File: config.mk
export PLATFORM = sky130hd
export DESIGN_NAME = ymc_control
export DESIGN_NICKNAME = d
export VERILOG_FILES = /design/src/rtl/ymc_pkg.sv /design/src/rtl/ymc_control_decode.sv /design/src/rtl/ymc_control.sv
export SDC_FILE = /design/constraint.sdc
export NUM_CORES = 1
export LEC_CHECK = 0
export CAP_MARGIN = 5
export CORE_ASPECT_RATIO = 1.5
export CORE_MARGIN = 2
export CORE_UTILIZATION = 50
export CTS_CLUSTER_DIAMETER = 120
export DETAILED_ROUTE_END_ITERATION = 6
export PLACE_DENSITY = 0.95
export SLEW_MARGIN = 0
export SYNTH_ARGS = -nofsm -noshare
export SYNTH_HDL_FRONTEND = slang
export SYNTH_HIERARCHICAL = 1
export SYNTH_SLANG_ARGS = --single-unit
File: constraint.sdc
create_clock -name clk -period 5.74 [get_ports clk]
set_clock_uncertainty 0.1 [all_clocks]
set_input_delay 1.148 -clock clk [delete_from_list [all_inputs] [get_ports clk]]
set_output_delay 1.148 -clock clk [all_outputs]
set_load 0.05 [all_outputs]
File: src/rtl/ymc_pkg.sv
// Shared types and encodings for the ymc multi-cycle control unit.
package ymc_pkg;

  typedef enum logic [2:0] {
    ST_ENTRY,
    ST_FETCH,
    ST_DECODE,
    ST_EXEC,
    ST_MEM,
    ST_WB,
    ST_HALT
  } state_t;

  typedef enum logic [2:0] {
    CL_R,
    CL_I,
    CL_LW,
    CL_SW,
    CL_BEQ,
    CL_JAL
  } iclass_t;

  localparam logic [6:0] OPC_R   = 7'h33;
  localparam logic [6:0] OPC_I   = 7'h13;
  localparam logic [6:0] OPC_LW  = 7'h03;
  localparam logic [6:0] OPC_SW  = 7'h23;
  localparam logic [6:0] OPC_BEQ = 7'h63;
  localparam logic [6:0] OPC_JAL = 7'h6F;

  localparam logic [2:0] ALU_ADD = 3'b010;
  localparam logic [2:0] ALU_SUB = 3'b110;
  localparam logic [2:0] ALU_AND = 3'b000;
  localparam logic [2:0] ALU_OR  = 3'b001;

  localparam logic [1:0] PC_SEQ   = 2'd0;
  localparam logic [1:0] PC_BR    = 2'd1;
  localparam logic [1:0] PC_JMP   = 2'd2;
  localparam logic [1:0] PC_ENTRY = 2'd3;

  localparam logic [1:0] WB_ALU = 2'd0;
  localparam logic [1:0] WB_MEM = 2'd1;
  localparam logic [1:0] WB_PC4 = 2'd2;

  localparam logic [1:0] TRAP_NONE = 2'd0;
  localparam logic [1:0] TRAP_ILL  = 2'd1;
  localparam logic [1:0] TRAP_BUS  = 2'd2;

endpackage

File: src/rtl/ymc_control_decode.sv
// Combinational instruction classifier: opcode/funct3/funct7[5] to class,
// ALU op, ALU operand select and an illegal flag.
module ymc_decode
  import ymc_pkg::*;
(
  input  logic [6:0] opcode,
  input  logic [2:0] funct3,
  input  logic       funct7b5,
  output iclass_t    cls,
  output logic [2:0] op,
  output logic       alu_src,
  output logic       illegal
);

  // Classify the instruction; anything not explicitly supported is illegal.
  always_comb begin
    cls     = CL_R;
    op      = ALU_ADD;
    alu_src = 1'b0;
    illegal = 1'b0;
    case (opcode)
      OPC_R: begin
        case (funct3)
          3'b000:  op = funct7b5 ? ALU_SUB : ALU_ADD;
          3'b111:  op = ALU_AND;
          3'b110:  op = ALU_OR;
          default: illegal = 1'b1;
        endcase
      end
      OPC_I: begin
        cls     = CL_I;
        alu_src = 1'b1;
        case (funct3)
          3'b000:  op = ALU_ADD;
          3'b111:  op = ALU_AND;
          3'b110:  op = ALU_OR;
          default: illegal = 1'b1;
        endcase
      end
      OPC_LW: begin
        cls     = CL_LW;
        alu_src = 1'b1;
        illegal = (funct3 != 3'b010);
      end
      OPC_SW: begin
        cls     = CL_SW;
        alu_src = 1'b1;
        illegal = (funct3 != 3'b010);
      end
      OPC_BEQ: begin
        cls     = CL_BEQ;
        op      = ALU_SUB;
        illegal = (funct3 != 3'b000);
      end
      OPC_JAL: cls = CL_JAL;
      default: illegal = 1'b1;
    endcase
  end

endmodule

File: src/rtl/ymc_control.sv
// Multi-cycle control FSM for the RV32 teaching datapath: sequences
// fetch/decode/execute/memory/writeback with memory wait handshaking,
// bus timeout, interrupt entry at instruction boundaries and illegal traps.
module ymc_control
  import ymc_pkg::*;
#(
  parameter logic [31:0] ENTRY = 32'h28,
  parameter int          TO_W  = 4
) (
  input  logic        clk,
  input  logic        rst_n,
  input  logic [31:0] ins,
  input  logic        zero,
  input  logic        memRdy,
  input  logic        intReq,
  output logic [31:0] entryPoint,
  output logic        pcWrite,
  output logic [1:0]  pcSel,
  output logic        imemRead,
  output logic        irWrite,
  output logic        RegWrite,
  output logic        ALUSrc,
  output logic        MemRead,
  output logic        MemWrite,
  output logic [1:0]  wbSel,
  output logic [2:0]  op,
  output logic        intAck,
  output logic [1:0]  trap,
  output logic [31:0] retired
);

  // Timeout fires on the wait cycle that would bring the counter to all-ones.
  localparam logic [TO_W-1:0] WAIT_LAST = {{(TO_W-1){1'b1}}, 1'b0};
  localparam logic [TO_W-1:0] WAIT_ONE  = {{(TO_W-1){1'b0}}, 1'b1};

  state_t          state;
  state_t          next_state;
  iclass_t         dec_cls;
  iclass_t         cls_q;
  logic [2:0]      dec_op;
  logic [2:0]      op_q;
  logic            dec_src;
  logic            src_q;
  logic            dec_ill;
  logic [TO_W-1:0] wait_cnt;
  logic            mem_phase;
  logic            timeout;
  logic            done;
  logic            int_entry;
  logic [1:0]      trap_q;
  logic [31:0]     retired_q;
  logic            unused_ins;

  assign unused_ins = ^{ins[31], ins[29:15], ins[11:7]};

  ymc_decode u_decode (
    .opcode   (ins[6:0]),
    .funct3   (ins[14:12]),
    .funct7b5 (ins[30]),
    .cls      (dec_cls),
    .op       (dec_op),
    .alu_src  (dec_src),
    .illegal  (dec_ill)
  );

  assign mem_phase = (state == ST_FETCH) || (state == ST_MEM);
  assign timeout   = mem_phase && !memRdy && (wait_cnt == WAIT_LAST);

  // Reset exposes nothing to the datapath: constant and counters read 0 too.
  assign entryPoint = rst_n ? ENTRY : 32'd0;
  assign trap       = rst_n ? trap_q : TRAP_NONE;
  assign retired    = rst_n ? retired_q : 32'd0;

  // State register.
  always_ff @(posedge clk) begin
    if (!rst_n) state <= ST_ENTRY;
    else        state <= next_state;
  end

  // Next-state and datapath enables, all forced low while reset is held.
  always_comb begin
    next_state = state;
    done       = 1'b0;
    pcWrite    = 1'b0;
    pcSel      = PC_SEQ;
    imemRead   = 1'b0;
    irWrite    = 1'b0;
    RegWrite   = 1'b0;
    ALUSrc     = 1'b0;
    MemRead    = 1'b0;
    MemWrite   = 1'b0;
    wbSel      = WB_ALU;
    op         = ALU_AND;
    intAck     = 1'b0;
    case (state)
      ST_ENTRY: begin
        pcWrite    = 1'b1;
        pcSel      = PC_ENTRY;
        intAck     = int_entry;
        next_state = ST_FETCH;
      end
      ST_FETCH: begin
        imemRead = 1'b1;
        if (memRdy) begin
          irWrite    = 1'b1;
          next_state = ST_DECODE;
        end else if (timeout) begin
          next_state = ST_HALT;
        end
      end
      ST_DECODE: next_state = dec_ill ? ST_HALT : ST_EXEC;
      ST_EXEC: begin
        op     = op_q;
        ALUSrc = src_q;
        case (cls_q)
          CL_BEQ: begin
            // Untaken branches leave PC alone; only live zero commits the target.
            pcSel   = PC_BR;
            pcWrite = zero;
            done    = 1'b1;
          end
          CL_JAL: begin
            pcWrite    = 1'b1;
            pcSel      = PC_JMP;
            next_state = ST_WB;
          end
          CL_LW, CL_SW: next_state = ST_MEM;
          default:      next_state = ST_WB;
        endcase
      end
      ST_MEM: begin
        ALUSrc   = 1'b1;
        op       = ALU_ADD;
        MemRead  = (cls_q == CL_LW);
        MemWrite = (cls_q == CL_SW);
        if (memRdy) begin
          if (cls_q == CL_LW) begin
            next_state = ST_WB;
          end else begin
            pcWrite = 1'b1;
            done    = 1'b1;
          end
        end else if (timeout) begin
          next_state = ST_HALT;
        end
      end
      ST_WB: begin
        RegWrite = 1'b1;
        done     = 1'b1;
        case (cls_q)
          CL_LW: begin
            wbSel   = WB_MEM;
            pcWrite = 1'b1;
          end
          CL_JAL: wbSel = WB_PC4;
          default: begin
            wbSel   = WB_ALU;
            op      = op_q;
            ALUSrc  = src_q;
            pcWrite = 1'b1;
          end
        endcase
      end
      ST_HALT: if (intReq) next_state = ST_ENTRY;
      default: next_state = ST_ENTRY;
    endcase
    if (done) next_state = intReq ? ST_ENTRY : ST_FETCH;
    if (!rst_n) begin
      pcWrite  = 1'b0;
      pcSel    = PC_SEQ;
      imemRead = 1'b0;
      irWrite  = 1'b0;
      RegWrite = 1'b0;
      ALUSrc   = 1'b0;
      MemRead  = 1'b0;
      MemWrite = 1'b0;
      wbSel    = WB_ALU;
      op       = ALU_AND;
      intAck   = 1'b0;
    end
  end

  // Capture the decode result so EXEC/MEM/WB see a stable classification.
  always_ff @(posedge clk) begin
    if (state == ST_DECODE) begin
      cls_q <= dec_cls;
      op_q  <= dec_op;
      src_q <= dec_src;
    end
  end

  // Wait counter, trap status, interrupt-entry flag and retirement count.
  always_ff @(posedge clk) begin
    if (!rst_n) begin
      wait_cnt  <= '0;
      trap_q    <= TRAP_NONE;
      int_entry <= 1'b0;
      retired_q <= 32'd0;
    end else begin
      if (next_state != state)        wait_cnt <= '0;
      else if (mem_phase && !memRdy)  wait_cnt <= wait_cnt + WAIT_ONE;
      if (state == ST_DECODE && dec_ill) trap_q <= TRAP_ILL;
      else if (timeout)                  trap_q <= TRAP_BUS;
      else if (next_state == ST_ENTRY)   trap_q <= TRAP_NONE;
      int_entry <= (next_state == ST_ENTRY);
      if (done) retired_q <= retired_q + 32'd1;
    end
  end

endmodule

==> flow_metrics.py <==
metrics = {
    "die": {
        "dieArea_sq_mm": 0.00766,
        "die_h_um": 106,
        "rows": 37,
        "die_w_um": 72.1,
        "start_util_pct": 51.1,
        "pin_count": 118,
        "core-area_sq_mm": 0.00681,
    },
    "cts": {
        "clock_sinks": 49,
        "cts_tree": "built",
        "postCtsSetupRepairBufs": 0,
        "cts_max_level": 2,
        "cts_root_buffer": "clkbuf_8",
        "cts_buffers": 5,
        "clk_latency_ns": 0.31,
        "clk_pin_slew_ns": 0.09,
        "clk_path_buf_depth": 2,
        "cts-hold-fix-buffers": 0,
        "cts_resized": 0,
    },
    "synth": {
        "synthArstFlopShare_pct": 0,
        "yosys.area_share.simple_pct": 31.7,
        "syn_inst": 423,
        "avgSynthCellArea_sq_um": 8.23,
        "yosysSeqAreaShare_pct": 30.2,
        "synth-seq-cells": 49,
        "synthDistinctLibCells": 71,
        "synth_fa_ha_area_share_pct": 1.08,
        "synth_top_family_by_area": "simple AND/OR/NAND/NOR gates",
        "synth_xor_area_share_pct": 6.29,
        "synth_compound_area_share_pct": 17.0,
        "synth-edff-count": 7,
        "synth_top_flop_cell": "dfxtp_1",
        "muxShareOfSynthArea_pct": 2.55,
        "netlist_area_sq_mm": 0.00348,
        "ys_warn_count": 6,
    },
    "setup_path": {
        "critPathCaptureType": "primary output",
        "cp.required_ns": 4.49,
        "cp_max_fo": 17,
        "arrival_ns": 3.46,
        "crit_type": "in -> out",
        "rrSetupSlack_ns": 2.76,
        "start_kind": "primary input",
    },
    "route": {
        "route.detailed.drc": 0,
        "wl_um": 8100,
        "drt_iter0_markers": 243,
        "wl_per_cell_um": 14.7,
        "firstDrtPassIters": 5,
        "ant_nets": 0,
        "num_vias": 3187,
        "via_per_inst": 5.77,
    },
    "sta": {
        "finalSetupViolCount": 0,
        "drv_slew": 0,
        "tightest_slew_ns": 0.805,
        "tns_ns": 0,
        "finalWorstSetupSlack_ns": 1.03,
        "fmax_mhz": 212,
        "slew-limit-headroom_pct": 46.3,
        "rsz0062_at_grt": "no",
        "final-hold-violation-count": 0,
        "period_share_pct": 82.1,
        "period_needed_ns": 4.71,
    },
    "outcome": {
        "outcome": "finished clean",
    },
    "placement": {
        "preCtsSetupSlack_ns": 1.04,
        "gp_congestion": 0.914,
        "dp_hpwl_um": 6050,
        "port_buffers": 66,
        "dpl.cell_count": 544,
    },
    "global_route": {
        "track_usage_pct": 21.4,
        "grt_pass1_vias": 3085,
        "grt_first_pass_wirelength_um": 13500,
        "grt_max_degree": 27,
        "antenna_found_initial": 0,
        "grt.overflow.total": 0,
    },
    "power": {
        "powerDensity_mw_per_mm2": 267,
        "peakVddDrop_uv": 200,
        "leakagePower_nw": 1.47,
    },
    "finish": {
        "nFillCells": 582,
        "insertedDiodeCount": 0,
        "drive_gt1_share_pct": 7.59,
        "stdcell_count": 552,
        "post-route-util_pct": 60.8,
        "area_growth_pct": 18.9,
        "final_nets": 513,
    },
    "run": {
        "drv_cap": 0,
    },
    "hold_path": {
        "hp-class": "reg -> reg",
    },
}
-- final timing paths --
path	to	startpoint	depth (start not counted)
setup / recovery	irWrite	rst_n	5
hold / removal	retired_q[31]$_SDFFE_PN0P_	retired_q[31]$_SDFFE_PN0P_	2
setup reg to reg	retired_q[22]$_SDFFE_PN0P_	state[2]$_SDFF_PN0_	5
hold reg to reg	retired_q[31]$_SDFFE_PN0P_	retired_q[31]$_SDFFE_PN0P_	2
-- registers in the layout (all words and copies together) (netlist names) --
name / cells
op_q: 3
int_entry: 1
trap_q: 2
state: 3
cls_q: 3
retired_q: 32
wait_cnt: 4
src_q: 1
-- final cells by class --
cell class	count	area, sq um	share of cell area [%]
well taps	78	97.6	2.36
clock inverters	2	38.8	0.937
clock buffers	6	72.6	1.75
multi-input cells	337	2150	52.1
flip-flops and latches	49	1050	25.4
inverters	11	41.3	0.998
repair buffers	69	683	16.5
-- metrics by stage --
| stage | hold WS [ns] | area (sq um) | total power, mW |
|---|---|---|---|
| after floorplan | 0.396 | 3590 | 0.764 |
| after global placement | 0.409 | 4030 | 0.832 |
| after detailed placement | 0.426 | 4030 | 0.849 |
| after CTS | 0.449 | 4140 | 1.10 |
| after global routing | 0.477 | 4140 | 1.16 |
| final | 0.443 | 4140 | 1.10 |
-- layout by cell type (no fill, tap or decap), types with 4 or more instances in the layout --
cell type	netlist	layout
a2111oi_2	6	6
a211oi_1	9	9
a21oi_1	15	15
a31oi_1	4	4
and2_1	31	31
and3_1	9	9
clkbuf_8	1	5
clkdlybuf4s50_1	0	66
conb_1	1	30
dfxtp_1	42	42
edfxtp_1	7	7
inv_1	10	10
mux2_1	7	7
nand2_1	28	28
nand2b_1	9	9
nand3_1	17	17
nand4_1	7	7
nor2_1	46	46
nor2b_1	7	7
nor3_1	10	10
o21ai_0	12	12
o31ai_1	4	4
xnor2_1	19	19
xor2_1	6	6
-- critical path, cell delays in order --
cell,delay (ns)
clkdlybuf4s50_1,0.85
nand2b_1,0.21
nor2_1,0.27
and2_1,0.17
clkdlybuf4s50_1,0.80
-- cells in the mapped netlist, types with 5 or more instances --
master     number  area share, %
o21ai_0        12            1.7
xor2_1          6            1.5
nor2b_1         7            1.3
nand4_1         7            1.3
clkbuf_1       14            1.5
mux2_1          7            2.3
nor2_1         46            5.0
nand2_1        28            3.0
a211oi_1        9            1.9
buf_4          32            6.9
edfxtp_1        7            6.0
nand2b_1        9            1.6
and2_1         31            5.6
buf_2           5           0.72
inv_1          10            1.1
and3_1          9            1.6
xnor2_1        19            4.8
dfxtp_1        42             24
a2111oi_2       6            2.6
nand3_1        17            2.4
nor3_1         10            1.4
a21oi_1        15            2.2
-- layer usage --
layer  wire length, um  part of all wire, %  up-vias  global-route usage, %
li1                  -                    -     1528                      -
met1              3130                   39     1486                   24.5
met2              4240                   52      147                   37.5
met3               509                  6.3       26                   2.84
met4               223                  2.8        0                   11.5
met5                 0                    0        -                      0
-- report_power, final --
part | switching (mW) | internal, mW | leakage, nW
sequential | 0.0588 | 0.371 | 0.400
combinational | 0.281 | 0.143 | 1.02
clock | 0.119 | 0.131 | 0.0554
total | 0.459 | 0.645 | 1.47
-- kinds of logic after synthesis --
logic type | after synthesis
mux | 8
xor+xnor | 25
simple gates | 197
other cells | 1
buf+inv | 66
flops | 49
compound gates | 74
fa+ha+maj | 3
Power figures use the tool's default switching activity.
